$ cat src/rtl/booth_rr_sched.sv
// Round-robin arbiter sharing one combinational radix-2 signed Booth multiplier
// among NREQ valid/ready requesters; one tagged response port, 3 cycles per op.
module booth_rr_sched #(
  parameter int unsigned WIDTH = 8,
  parameter int unsigned NREQ  = 4,
  parameter int unsigned IDW   = 2
) (
  input  logic                    clk,
  input  logic                    rst,
  input  logic [NREQ-1:0]         req_valid,
  output logic [NREQ-1:0]         req_ready,
  input  logic [NREQ*WIDTH-1:0]   req_a,
  input  logic [NREQ*WIDTH-1:0]   req_b,
  output logic                    rsp_valid,
  input  logic                    rsp_ready,
  output logic [IDW-1:0]          rsp_id,
  output logic [2*WIDTH-1:0]      rsp_product,
  output logic                    busy,
  output logic [15:0]             op_count
);

  typedef enum logic [1:0] {IDLE, CALC, RESP} state_t;

  state_t                   state;
  logic [IDW-1:0]           last_grant;
  logic [IDW-1:0]           id_q;
  logic [IDW-1:0]           winner;
  logic [IDW-1:0]           idx;
  logic                     found;
  logic signed [WIDTH-1:0]  a_q;
  logic signed [WIDTH-1:0]  b_q;
  logic signed [2*WIDTH-1:0] ae;
  logic signed [2*WIDTH-1:0] product;
  logic                     booth_prev;

  // Rotating priority: first valid requester after the last one granted.
  always_comb begin
    winner = '0;
    found  = 1'b0;
    idx    = '0;
    for (int unsigned k = 1; k <= NREQ; k++) begin
      idx = IDW'((32'(last_grant) + k) % NREQ);
      if (!found && req_valid[idx]) begin
        winner = idx;
        found  = 1'b1;
      end
    end
  end

  always_comb begin
    req_ready = '0;
    if (state == IDLE && found)
      req_ready[winner] = 1'b1;
  end

  // Radix-2 Booth recoding of b_q; a_q is sign-extended so -2^(W-1) squared stays exact.
  always_comb begin
    ae         = {{WIDTH{a_q[WIDTH-1]}}, a_q};
    product    = '0;
    booth_prev = 1'b0;
    for (int unsigned i = 0; i < WIDTH; i++) begin
      case ({b_q[i], booth_prev})
        2'b01:   product = product + (ae << i);
        2'b10:   product = product - (ae << i);
        default: product = product;
      endcase
      booth_prev = b_q[i];
    end
  end

  always_ff @(posedge clk) begin
    if (rst) begin
      state       <= IDLE;
      rsp_valid   <= 1'b0;
      rsp_id      <= '0;
      rsp_product <= '0;
      op_count    <= '0;
      busy        <= 1'b0;
      last_grant  <= IDW'(NREQ - 1);
      id_q        <= '0;
      a_q         <= '0;
      b_q         <= '0;
    end else begin
      case (state)
        IDLE: begin
          if (found) begin
            a_q        <= req_a[winner*WIDTH +: WIDTH];
            b_q        <= req_b[winner*WIDTH +: WIDTH];
            id_q       <= winner;
            last_grant <= winner;
            state      <= CALC;
            busy       <= 1'b1;
          end
        end
        CALC: begin
          rsp_product <= product;
          rsp_id      <= id_q;
          rsp_valid   <= 1'b1;
          state       <= RESP;
        end
        RESP: begin
          if (rsp_ready) begin
            rsp_valid <= 1'b0;
            op_count  <= op_count + 16'd1;
            state     <= IDLE;
            busy      <= 1'b0;
          end
        end
        default: begin
          state <= IDLE;
          busy  <= 1'b0;
        end
      endcase
    end
  end

endmodule

$ cat config.mk
export PLATFORM = sky130hd
export DESIGN_NAME = booth_rr_sched
export DESIGN_NICKNAME = d
export VERILOG_FILES = /design/src/rtl/booth_rr_sched.sv
export SDC_FILE = /design/constraint.sdc
export NUM_CORES = 1
export LEC_CHECK = 0
export ABC_AREA = 1
export BUFFER_PORTS_ARGS = -buffer_cell sky130_fd_sc_hd__buf_2
export CORE_MARGIN = 3
export CORE_UTILIZATION = 55
export CTS_CLUSTER_SIZE = 12
export DETAILED_ROUTE_END_ITERATION = 7
export PLACE_DENSITY = 0.77
export REMOVE_ABC_BUFFERS = 1
export SKIP_LAST_GASP = 1
export SYNTH_ARGS = -nofsm -noshare
export SYNTH_HDL_FRONTEND = slang
export SYNTH_SLANG_ARGS = --single-unit
$ cat constraint.sdc
create_clock -name clk -period 12.4 [get_ports clk]
set_clock_uncertainty 0.15 [all_clocks]
set_input_delay 1.24 -clock clk [delete_from_list [all_inputs] [get_ports clk]]
set_output_delay 1.24 -clock clk [all_outputs]
set_load 0.02 [all_outputs]
# After elaboration in Yosys (flattened, before gate mapping)
# Index checks and enable logic that the tools add are counted.
# totals
register_bits,58
input_bits,71
output_inout_bits,40
wordCells,106
# classes
addsub,20
magnitude_cmp,6
n_eq_ne,18
n_shift,2
mux,34
n_bitwise,1
reduce_logical,15
# op_table
op,n
case mux 16 bit (2 select lines),7
variable part select 32 x 6 -> 8 bit,2
adder 16 x 1 -> 16 bit (second input constant),1
adder 16 x 10 -> 16 bit,1
adder 16 x 11 -> 16 bit,1
adder 16 x 12 -> 16 bit,1
adder 16 x 13 -> 16 bit,1
adder 16 x 14 -> 16 bit,1
adder 16 x 15 -> 16 bit,1
adder 16 x 9 -> 16 bit,1
equality test 2 x 1 -> 1 bit (second input constant),8
equality test 2 bit (second input constant),8
2-to-1 mux 16 bit,1
subtractor 16 x 10 -> 16 bit,1
subtractor 16 x 11 -> 16 bit,1
subtractor 16 x 12 -> 16 bit,1
subtractor 16 x 13 -> 16 bit,1
subtractor 16 x 14 -> 16 bit,1
subtractor 16 x 15 -> 16 bit,1
subtractor 16 x 9 -> 16 bit,1
less-than comparator 2 x 3 -> 1 bit (second input constant),5
2-to-1 mux 2 bit,6
2-to-1 mux 1 bit,11
subtractor 1 x 8 -> 9 bit (first input constant),1
17 further kinds,32

# Depth between registers and ports, before layout
# depth
word_depth,18
mapped_depth,69
ltp_nobuf,68

# Least setup slack after synthesis
# Ideal clock, no wire load.
# synth_path
path_kind,reg-to-reg
from,reg b_q[0]
to,reg rsp_product[15]
setup_ps,109
arrival_time_ps,8698
required_ps,12141
slack_ps,3443
stages_incl_launch_ff,66
n_path_buf,2
period_less_slack_ps,8957
path_cell_list,dfxtp_1 -> buf_2 -> inv_1 -> ha_1 -> buf_2 -> o21ai_0 -> inv_1 -> ha_1 -> inv_1 -> nor2_1 -> nand3_1 -> nand2_1 -> or2_2 -> nand3_1 -> o21ai_0 -> ha_1 -> inv_1 -> o31ai_1 -> (+30 left out) -> inv_1 -> ha_1 -> inv_1 -> o21ai_0 -> xor2_1 -> nand2_1 -> nand2_1 -> ha_1 -> a21o_1 -> o21ai_0 -> a21oi_1 -> xnor2_1 -> xor2_1 -> xor2_1 -> a21oi_1 -> o21ai_1 -> nand2_1 -> inv_1
# synth_between
elab_chain_cells,15
elab_cells_between_ends,24
classes_between,14 x add/sub; 2 x eq/ne; 8 x mux
# synth_lines
item,line_no,source
start: declaration,31,logic signed [WIDTH-1:0] b_q;
start signal: assignment,88,b_q <= req_b[winner*WIDTH +: WIDTH];
2-to-1 mux 16 bit,62,"case ({b_q[i], booth_prev})"
subtractor 16 x 9 -> 16 bit or adder 16 x 9 -> 16 bit (tied branches),"64, 63",
case mux 16 bit (2 select lines) *,62,
subtractor 16 x 10 -> 16 bit or adder 16 x 10 -> 16 bit (tied branches),"64, 63",
case mux 16 bit (2 select lines) *,62,
subtractor 16 x 11 -> 16 bit or adder 16 x 11 -> 16 bit (tied branches),"64, 63",
case mux 16 bit (2 select lines) *,62,
subtractor 16 x 12 -> 16 bit or adder 16 x 12 -> 16 bit (tied branches),"64, 63",
case mux 16 bit (2 select lines) *,62,
subtractor 16 x 13 -> 16 bit or adder 16 x 13 -> 16 bit (tied branches),"64, 63",
case mux 16 bit (2 select lines) *,62,
subtractor 16 x 14 -> 16 bit or adder 16 x 14 -> 16 bit (tied branches),"64, 63",
case mux 16 bit (2 select lines) *,62,
subtractor 16 x 15 -> 16 bit or adder 16 x 15 -> 16 bit (tied branches),"64, 63",
case mux 16 bit (2 select lines) *,62,
end signal: assignment,96,rsp_product <= product;
end: declaration,17,"output logic [2*WIDTH-1:0] rsp_product,"
# Mark *: on every way between the ends. The rest lies on a longest branch, timed or not.
# A chain may end at the register's enable or synchronous reset.

# Final worst setup path
# layout_path
from,reg a_q[0]
to,reg rsp_product[15]
# layout_between
elab_chain_cells,16
elab_cells_between_ends,23
classes_between,15 x add/sub; 8 x mux
# layout_lines
item,line_no,source
start: declaration,30,logic signed [WIDTH-1:0] a_q;
start signal: assignment,87,a_q <= req_a[winner*WIDTH +: WIDTH];
subtractor 1 x 8 -> 9 bit,64,2'b10: product = product - (ae << i);
2-to-1 mux 16 bit,62,
subtractor 16 x 9 -> 16 bit or adder 16 x 9 -> 16 bit (tied branches),"64, 63",
case mux 16 bit (2 select lines),62,
subtractor 16 x 10 -> 16 bit or adder 16 x 10 -> 16 bit (tied branches),"64, 63",
case mux 16 bit (2 select lines),62,
subtractor 16 x 11 -> 16 bit or adder 16 x 11 -> 16 bit (tied branches),"64, 63",
case mux 16 bit (2 select lines),62,
subtractor 16 x 12 -> 16 bit or adder 16 x 12 -> 16 bit (tied branches),"64, 63",
case mux 16 bit (2 select lines),62,
subtractor 16 x 13 -> 16 bit or adder 16 x 13 -> 16 bit (tied branches),"64, 63",
case mux 16 bit (2 select lines),62,
subtractor 16 x 14 -> 16 bit or adder 16 x 14 -> 16 bit (tied branches),"64, 63",
case mux 16 bit (2 select lines),62,
subtractor 16 x 15 -> 16 bit or adder 16 x 15 -> 16 bit (tied branches),"64, 63",
case mux 16 bit (2 select lines) *,62,
# Marks and branches as above.

==> results by stage <==
Outcome:
- The run finished with clean final reports.

STA:
- The total negative slack is 0 ps.
- The final worst setup slack is about 1900 ps.
- Setup repair after global routing left no endpoint under its margin.
- The upper clock frequency limit is approximately 95 MHz.
- The slew of the pin with the lowest slew margin is around 800 ps.
- The number of pins with negative max-slew slack in the final report came to 0.
- The count of endpoints failing setup in the final report is 0.
- The worst max-slew margin expressed relative to the limit is 45.9%.
- The minimum clock period is 10520 ps.
- The number of hold violations in the final report is 0.
- The post-route fraction of the period consumed by the critical path is between 80% and 90%.

Synthesis:
- The share of synthesized flip-flops with an asynchronous set or reset is 0%.
- Counting instances in the post-synthesis netlist gives the leading cell types as 244 x nand2_1, 185 x inv_1, 165 x o21ai_0.
- Yosys mapped a number of flops with a built-in enable equal to 0.
- In the synthesized netlist the dominant register cell turns out to be dfxtp_1.
- After synthesis, the cell types taking the most area are dfxtp_1 15%, ha_1 12%, nand2_1 12%.
- The sequential element share of the synthesized area is 14.7%.
- The area of the mapped netlist is 0.00789 mm².
- Of the post-synthesis cell area, the dominant cell type holds around 15%.
- The biggest area contributor in the post-synthesis netlist is dfxtp_1.
- Synthesis handed over a netlist of around 1.3k instances.
- The synthesized netlist contains 54 unique library cells.
- The post-synthesis area per instance is 5.98 µm².
- During synthesis, Yosys emitted a total of 0 warnings.
- The cell with the most instances after synthesis is nand2_1.
- In this run, synthesis produced a sequential element count of 58.

Setup path:
- The register-to-register setup slack is 1880 ps.
- The critical path class is reg2reg.
- The critical path capture point type is a flip-flop.
- In this design, the largest share of critical-path delay is due to adder cells.
- The critical path crosses 49 cells after its start point.
- Along the worst path, the maximum fanout reaches 9.
- The critical path contains buffers and inverters numbering 10 combined.
- The cell depth of the worst flop-to-flop path is 49.
- The worst setup path is launched from a flip-flop.
- For this design, the slowest cell found on the critical path is dfxtp_1.
- The most common cell type on the critical path is o21ai_0.
- Data on the critical path is required at its endpoint by 12480 ps.
- Following the worst setup path forward leads to its endpoint at rsp_product[15].
- For the worst setup path, the data arrival time is about 11000 ps.
- In this run the critical register-to-register path is launched from a_q[0].
- On the worst path, the slowest cell contributes a delay of approximately 570 ps.
- The endpoint identified for the worst register-to-register timing path is rsp_product[15].
- The source of the critical timing path is a_q[0].

Routing:
- The iteration-0 DRC count of the detailed router is between 600 and 700.
- The number of vias per cell after detailed routing is roughly 5.6.
- The iteration count of the initial detailed-routing pass is 5.
- The total via count after detailed routing is between 8k and 9k.
- The antenna violation net count after detailed routing is 0.
- The detailed-route DRC error count is 0.
- The final layout contains routed wiring with a total length of 22800 µm.
- The detail-routed net length per standard cell is approximately 14 µm.

Finish:
- The end-of-flow core utilization is around 63%.
- The net total in the final layout is around 1.6k.
- The multi-input logic area is 0.00577 mm².
- The repair_antennas step left the layout with diodes totalling 0.
- The area growth from synthesis to layout is 11.7%.
- Summing all non-filler instances in the final layout gives an area of slightly below 0.009 mm².
- The count of fill cells added during filler insertion is approximately 1.4k.
- In the final layout, flip-flops and latches occupy roughly 0.0012 mm².
- In the final layout, the share of cells above drive strength 1 is ~15%.

Clock tree:
- The count of H-tree levels built during CTS is 3.
- The clock root buffer is clkbuf_16.
- The quantity of hold-fixing buffers added after cts is 0.
- The tree built by TritonCTS fans out to 58 sinks.
- The worst-skew pair later-pin latency is ~330 ps.
- After clock tree synthesis, the clock-pin slew on the worst setup and hold paths is around 50 ps.
- The maximum count of clock buffers along a single path is 2.
- TritonCTS built the clock tree.
- The buffer count from post-CTS setup fixing is 0.
- Once the clock tree was built, the resizer swapped 0 gates to a different size.
- Buffers inserted during clock tree synthesis total 9.

Placed design:
- The final RePlAce weighted congestion is 0.993.
- The count of buffers added on input and output ports is between 100 and 150.
- Summed over all nets, the half-perimeter wirelength after detailed placement is 18100 µm.
- The post-placement setup slack is 2060 ps.
- Summing all placed instances gives a cell area of around 0.0085 mm².

Floorplanning:
- The floorplan step set the die width to 126 µm.
- The starting density of the core is 56.6%.
- The floorplan step defined a die boundary enclosing 0.0158 mm².
- The area of the core is between 0.01 and 0.015 mm².
- Measured along the y axis, the die boundary spans around 130 µm.
- Row generation in the floorplan step produced 43 rows.
- about 110 I/O pins were placed.

Hold path:
- In this run the worst hold path is classified as reg2reg.
- Counting instances, the worst hold path has a depth of 1.

Global routing:
- The global router's overall resource usage is 27.9%.
- For this run the aggregate overflow at the end of global routing stands at 0.
- The via count of the first global-routing pass is 7947.
- The wire length of the first global-routing pass is roughly 37000 µm.
- Entering global routing, the biggest net connects 41 pins.
- The number of antenna violations at the first check in global routing was 0.

Flow run:
- Max-cap violations in this run came to 0.
## through the flow
step | cells | hold slack [ps]
2_1_floorplan | 1276 | 290
3_3_place_gp | 1573 | 283
3_5_place_dp | 1573 | 291
4_1_cts | 1589 | 306
5_1_grt | 1589 | 332
6_report | 1589 | 305
## logic make-up after synthesis
family,Yosys count,synth area share (%)
AOI/OAI and AO/OA,354,25.0
adders and majority gates,82,13.7
xor gates and xnor gates,28,3.11
and+or+nand+nor,544,30.6
buffers and inverters,247,12.2
DFF,58,14.7
muxes,5,0.635
## cell type report
type                            count  share of cell area (%)
Clock inverter                      5                   0.610
Clock buffer                       11                    2.64
Sequential cell                    58                    13.2
Inverter                          205                    8.76
Multi-Input combinational cell   1013                    65.4
Timing Repair Buffer              117                    6.84
Tap cell                          180                    2.56
## worst min path at each step
stage / to / from / slack, ps
global route: rsp_valid / rsp_valid / 330
detailed placement: op_count[15] / op_count[15] / 290
finish: op_count[15] / op_count[15] / 310
global placement: op_count[15] / op_count[15] / 280
floorplan: id_q[0] / id_q[0] / 290
CTS: op_count[15] / op_count[15] / 310
## flip-flops by register name, indices dropped and copies added, names as in the netlist
register	count
a_q	8
b_q	8
busy	1
id_q	2
last_grant	2
op_count	16
rsp_id	2
rsp_product	16
rsp_valid	1
state	2
## metal layers
| layer | GRT usage, % | up-vias | routed length [µm] |
|---|---|---|---|
| li1 | - | 4527 | - |
| met1 | 37.6 | 3924 | 10300 |
| met2 | 46.1 | 325 | 10300 |
| met3 | 3.73 | 47 | 1670 |
| met4 | 9.46 | 0 | 594 |
| met5 | 0 | - | 0 |
## placed cells by master (no fill, tap or decap), types with 3 or more instances in the layout
cell       synthesis  layout
a31oi_1            6       6
clkbuf_16          0       9
nand3_1           64      64
ha_1              75      75
nand4_1            7       7
dfxtp_1           58      58
nand2_2           23      23
buf_4              3       7
o22ai_1           15      15
nand2_1          244     244
xor2_1            21      21
mux2i_1            5       5
o21ai_2            5       5
a21oi_1          100     100
nor2_4             4       4
inv_2             12      12
or2_2              3       3
buf_2              9     110
nand2_4            5       5
o211ai_1          10      10
nor2_2             6       6
a211oi_1           3       3
inv_1            185     185
nor2_1           154     154
clkinv_2           0       3
o21bai_1           9       9
nand3_2           12      12
a21oi_2            4       4
xnor2_1            7       7
fa_1               7       7
a21o_1             3       3
o21ai_0          165     165
o21ai_1           15      15
clkinv_1           7       7
nor3_1            11      11
o31ai_1            9       9
Power is left out: the tool's default activity adds up to more than one toggle a clock period on the data nets, which glitch-free logic cannot reach.
